===== src/rtl/alu_cmd_issuer.sv =====
// alu_cmd_issuer: sequential front-end for the combinational 8-bit ALU.
// Commands arrive on a valid/ready port into a small FIFO, are driven onto
// the ALU pins for SETTLE_CYCLES, and the captured result/flags are returned
// in order on a valid/ready response port. Opcodes 12..15 are rejected with
// an illegal response and never reach the ALU pins.
// Optional build macro ALU_FLAG_CHECK_EN: adds a zero-flag consistency check
// reported on flag_err alongside each response; without it flag_err is 0.
module alu_cmd_issuer #(
    parameter int WIDTH         = 8,
    parameter int SHAMT_W       = 5,
    parameter int FIFO_DEPTH    = 4,
    parameter int SETTLE_CYCLES = 1
) (
    input  logic               clk,
    input  logic               rst_n,
    input  logic               cmd_valid,
    output logic               cmd_ready,
    input  logic [3:0]         cmd_opcode,
    input  logic [WIDTH-1:0]   cmd_a,
    input  logic [WIDTH-1:0]   cmd_b,
    input  logic [SHAMT_W-1:0] cmd_shift,
    output logic [3:0]         alu_opcode,
    output logic [WIDTH-1:0]   alu_input1,
    output logic [WIDTH-1:0]   alu_input2,
    output logic [SHAMT_W-1:0] alu_shiftValue,
    input  logic [WIDTH-1:0]   alu_result,
    input  logic               alu_carry,
    input  logic               alu_zero,
    input  logic               alu_overflow,
    output logic               rsp_valid,
    input  logic               rsp_ready,
    output logic [WIDTH-1:0]   rsp_result,
    output logic [2:0]         rsp_flags,
    output logic               rsp_illegal,
    output logic               flag_err,
    output logic               busy
);

    localparam int PW = $clog2(FIFO_DEPTH);
    localparam int CW = (SETTLE_CYCLES > 1) ? $clog2(SETTLE_CYCLES) : 1;

    typedef struct packed {
        logic [3:0]         op;
        logic [WIDTH-1:0]   a;
        logic [WIDTH-1:0]   b;
        logic [SHAMT_W-1:0] sh;
    } cmd_t;

    typedef enum logic [1:0] {IDLE, DRIVE, RESP} state_t;

    // ---------------- command FIFO ----------------
    cmd_t        mem_q [FIFO_DEPTH];
    logic [PW:0] wr_ptr_q, rd_ptr_q;
    logic        fifo_empty, fifo_full, push, pop;
    cmd_t        head;

    assign fifo_empty = (wr_ptr_q == rd_ptr_q);
    assign fifo_full  = (wr_ptr_q[PW] != rd_ptr_q[PW]) &&
                        (wr_ptr_q[PW-1:0] == rd_ptr_q[PW-1:0]);
    assign cmd_ready  = rst_n && !fifo_full;
    assign push       = cmd_valid && cmd_ready;
    assign head       = mem_q[rd_ptr_q[PW-1:0]];

    // Storage needs no reset: an entry is only read after it has been written.
    always_ff @(posedge clk) begin
        if (push) mem_q[wr_ptr_q[PW-1:0]] <= '{op: cmd_opcode, a: cmd_a, b: cmd_b, sh: cmd_shift};
    end

    // Pointers carry a wrap bit so full and empty are distinguishable.
    always_ff @(posedge clk or negedge rst_n) begin
        if (!rst_n) begin
            wr_ptr_q <= '0;
            rd_ptr_q <= '0;
        end else begin
            if (push) wr_ptr_q <= wr_ptr_q + 1'b1;
            if (pop)  rd_ptr_q <= rd_ptr_q + 1'b1;
        end
    end

    // ---------------- issue FSM ----------------
    state_t             state_q;
    logic [CW-1:0]      cnt_q;
    logic [3:0]         alu_op_q;
    logic [WIDTH-1:0]   alu_in1_q, alu_in2_q;
    logic [SHAMT_W-1:0] alu_sh_q;
    logic               rsp_valid_q, rsp_illegal_q;
    logic [WIDTH-1:0]   rsp_result_q;
    logic [2:0]         rsp_flags_q;
    logic               head_illegal, capture, ill_issue;

    // A pop happens from IDLE, or from RESP on the handshake so there is no bubble.
    assign pop          = !fifo_empty && ((state_q == IDLE) || ((state_q == RESP) && rsp_ready));
    assign head_illegal = (head.op >= 4'd12);
    assign ill_issue    = pop && head_illegal;
    assign capture      = (state_q == DRIVE) && (cnt_q == CW'(SETTLE_CYCLES - 1));

    // Dispatch, settle counting, capture and response handshake.
    always_ff @(posedge clk or negedge rst_n) begin
        if (!rst_n) begin
            state_q       <= IDLE;
            cnt_q         <= '0;
            alu_op_q      <= '0;
            alu_in1_q     <= '0;
            alu_in2_q     <= '0;
            alu_sh_q      <= '0;
            rsp_valid_q   <= 1'b0;
            rsp_illegal_q <= 1'b0;
            rsp_result_q  <= '0;
            rsp_flags_q   <= '0;
        end else if (pop) begin
            if (head_illegal) begin
                // ALU pins keep their previous contents for a rejected opcode.
                rsp_valid_q   <= 1'b1;
                rsp_illegal_q <= 1'b1;
                rsp_result_q  <= '0;
                rsp_flags_q   <= '0;
                state_q       <= RESP;
            end else begin
                alu_op_q    <= head.op;
                alu_in1_q   <= head.a;
                alu_in2_q   <= head.b;
                alu_sh_q    <= head.sh;
                cnt_q       <= '0;
                rsp_valid_q <= 1'b0;
                state_q     <= DRIVE;
            end
        end else begin
            case (state_q)
                DRIVE: begin
                    if (capture) begin
                        rsp_result_q  <= alu_result;
                        rsp_flags_q   <= {alu_overflow, alu_zero, alu_carry};
                        rsp_illegal_q <= 1'b0;
                        rsp_valid_q   <= 1'b1;
                        state_q       <= RESP;
                    end else begin
                        cnt_q <= cnt_q + 1'b1;
                    end
                end
                RESP: begin
                    if (rsp_ready) begin
                        rsp_valid_q <= 1'b0;
                        state_q     <= IDLE;
                    end
                end
                default: ;
            endcase
        end
    end

`ifdef ALU_FLAG_CHECK_EN
    logic flag_err_q;

    // Zero flag must agree with the result; verdict travels with the response.
    always_ff @(posedge clk or negedge rst_n) begin
        if (!rst_n)         flag_err_q <= 1'b0;
        else if (capture)   flag_err_q <= (alu_zero != (alu_result == '0));
        else if (ill_issue) flag_err_q <= 1'b0;
    end

    assign flag_err = flag_err_q;
`else
    assign flag_err = 1'b0;
`endif

    assign alu_opcode     = alu_op_q;
    assign alu_input1     = alu_in1_q;
    assign alu_input2     = alu_in2_q;
    assign alu_shiftValue = alu_sh_q;
    assign rsp_valid      = rsp_valid_q;
    assign rsp_result     = rsp_result_q;
    assign rsp_flags      = rsp_flags_q;
    assign rsp_illegal    = rsp_illegal_q;
    assign busy           = (state_q != IDLE) || !fifo_empty;

endmodule


===== config.mk =====
export PLATFORM = sky130hd
export DESIGN_NAME = alu_cmd_issuer
export DESIGN_NICKNAME = d
export VERILOG_FILES = /design/src/rtl/alu_cmd_issuer.sv
export SDC_FILE = /design/constraint.sdc
export NUM_CORES = 1
export LEC_CHECK = 0
export CELL_PAD_IN_SITES_DETAIL_PLACEMENT = 0
export CELL_PAD_IN_SITES_GLOBAL_PLACEMENT = 1
export CORE_MARGIN = 4
export CORE_UTILIZATION = 46
export DETAILED_ROUTE_END_ITERATION = 16
export PLACE_DENSITY = 0.89
export SLEW_MARGIN = 25
export SYNTH_ARGS = -nofsm -noshare
export SYNTH_HDL_FRONTEND = slang
export SYNTH_SLANG_ARGS = --single-unit

===== constraint.sdc =====
create_clock -name clk -period 2.65 [get_ports clk]
set_input_delay 0.6625 -clock clk [delete_from_list [all_inputs] [get_ports clk]]
set_output_delay 0.6625 -clock clk [all_outputs]
set_load 0.01 [all_outputs]

==> flow_summary.ini <==
[routing]
ant_nets = 0
dr.pass1.iters = 4
drt-initial-drc-count = 115
viasPerCell = 5.25
wirelength_um = 10200
wire_per_inst_um = 18.7
drc = 0
route.vias.total = 2860

[clock_tree]
htree_num_levels = 4
ctsHoldBuffers = 0
ctsLongestPathBuffers = 2
clock_latency_ns = 0.42
cts_num_sinks = 146
cts-buffers-inserted = 17
clk_pin_slew_worst_paths_ns = 0.06
cts_root_buffer = clkbuf_16
cts_tree = done

[floorplanning]
die_w_um = 119
core_um2 = 12000
num_rows = 40
start_util_pct = 47.0
fp.dieH_um = 119
io_pins = 81
die_area_um2 = 14100

[yosys]
netlist_area_um2 = 5640
ys_ff_latch = 146
ys_seq_area_share_pct = 73.6
synth_ff_type = edfxtp_1
synth_cells = 289
syn_area_per_cell_um2 = 19.5
synth_edf_count = 100
yosysUniqueCellTypes = 31
synth_nets = 334
synth_warnings = 0
ys_async_sr_fraction_pct = 31.5

[placed_design]
port_buffers = 79
place.gp.congestion = 0.688
dpl.hpwl_um = 6220
placed_area_um2 = 6620

[grt]
grt_pass1_vias = 3151
grtUsageTotal_pct = 15.7
grt_overflow_total = 0
antenna_found_initial = 0
grt_first_pass_wirelength_um = 16600
grt_max_degree = 47

[timing]
hold_viol_final = 0
fmax_mhz = 400
slew_headroom_pct = 58.2
period_needed_ns = 2.50
fin_tns_setup_ns = 0
setup_violations = 0
whs_ns = 0.390
finalCritPeriodShare_pct = 94.4
slew_violations = 0
rsz0062_at_grt = no
worst_slew_pin_slew_ns = 0.626
finalClockSkew_ns = 0.00892

[final_layout]
syn_to_final_growth_pct = 29.1
final_area_um2 = 7290
final_core_util_pct = 60.7
fill_cells = 876
fin_nets = 430
most-common-layout-cells = edfxtp_1 (100), clkdlybuf4s50_1 (77), dfrtp_1 (45)
final_common_cell = edfxtp_1
antennaDiodeCount = 0
drive_gt1_share_pct = 25.4

[setup_path]
end_kind = output pin
worstSetupPathType = reg2out
worstPathRequired_ns = 1.99
critPathArrivalTime_ns = 1.84
cp_max_fo = 3
start_kind = register

[power_and_ir_drop]
pwr-share-comb_pct = 33.4
p_seq_share_pct = 37.3
p_int_uw = 6440
clockPowerShare_pct = 29.2
ir_drop_v = 0.000715
power_switching_share_pct = 27.4
power_leakage_uw = 0.00274
power.density_nw_per_um2 = 1220
power.switching_uw = 2430

[job]
maxCapViolCount = 0

[outcome]
status = complete, no violations

[hold_path]
hp-class = in2async
## cell type report
| type | instances | area (um^2) | area share [%] |
|---|---|---|---|
| Tap cell | 147 | 184 | 2.52 |
| Clock inverter | 8 | 146 | 2.01 |
| Clock buffer | 24 | 512 | 7.02 |
| Timing Repair Buffer | 90 | 867 | 11.9 |
| Multi-Input combinational cell | 125 | 1400 | 19.3 |
| Inverter | 5 | 18.8 | 0.258 |
| Sequential cell | 146 | 4160 | 57.0 |
## state kept, by name (all words and copies together), names as in the netlist
name / cells
alu_input1: 8
alu_shiftValue: 5
alu_input2: 8
alu_opcode: 4
rsp_result: 8
cnt_q: 1
wr_ptr_q: 3
rd_ptr_q: 3
state_q: 2
rsp_flags: 3
rsp_illegal: 1
mem_q: 100
## Yosys cell counts (2+ instances only)
| master | n | share of area, % |
|---|---|---|
| edfxtp_1 | 100 | 53 |
| dfrtp_1 | 46 | 20 |
| nand2_1 | 27 | 1.8 |
| mux4_2 | 25 | 10 |
| mux2_4 | 19 | 5.1 |
| o21ai_0 | 11 | 0.98 |
| mux2_2 | 6 | 1.2 |
| and3_1 | 5 | 0.55 |
| clkbuf_1 | 5 | 0.33 |
| ha_1 | 5 | 1.1 |
| inv_1 | 5 | 0.33 |
| buf_2 | 4 | 0.35 |
| nor2b_1 | 4 | 0.44 |
| xnor2_1 | 4 | 0.62 |
| buf_6 | 3 | 0.60 |
| xor2_1 | 3 | 0.47 |
| nor2_1 | 2 | 0.13 |
| o21ba_2 | 2 | 0.35 |
## worst max-delay path: stages (launching register included)
cell and delay, ns:
dfrtp_1 0.42, xnor2_1 0.31, nand4_1 0.17, clkdlybuf4s50_1 0.52
## logic make-up after synthesis
kind of cell / share of synthesized area (%)
compound gates: 2.51
xor+xnor: 1.37
simple gates: 3.35
mux: 16.2
fa+ha+maj: 1.11
other cells: 0.0665
buf+inv: 1.75
flops: 73.6
## power by group through the flow
stage	Clock, uW	Sequential [uW]	Combinational, uW
2_1_floorplan	0	3400	1860
3_3_place_gp	0	3320	2930
3_5_place_dp	0	3340	3010
6_report	2590	3310	2960
4_1_cts	2640	3310	3030
5_1_grt	2740	3370	3240
## routing by layer
metal	up-vias	global-route usage, %	wire, um
met5	-	0	0
met1	1472	20.0	4510
met2	74	24.8	5030
met4	0	5.87	137
li1	1299	-	-
met3	15	5.65	522
## worst paths after layout
check	startpoint	endpoint	slack, ns	cells past startpoint
min in group clk	rsp_illegal	rsp_illegal	0.48	1
worst max register to register	rd_ptr_q[0]	alu_input1[7]	0.22	5
worst min register to register	rsp_illegal	rsp_illegal	0.48	1
max in group asynchronous	rst_n	rd_ptr_q[0]	1.81	2
worst max-delay path	rd_ptr_q[2]	busy	0.15	3
worst min-delay path	rst_n	alu_input1[4]	0.39	2
## repair_timing
item	4_1_cts	5_1_grt
pin swaps	0	0
hold endpoints to repair	0	0
resized for setup	2	1
cloned	0	0
setup buffers	0	0
setup endpoints to repair	1	1
## metrics by stage
step	instances	total power, uW	worst slack [ns]
6_report	545	8870	0.150
5_1_grt	545	9350	0.0175
4_1_cts	545	8980	0.0794
3_5_place_dp	513	6350	0.144
3_3_place_gp	513	6260	0.176
2_1_floorplan	289	5260	0.363
Power figures use the tool's default switching activity.
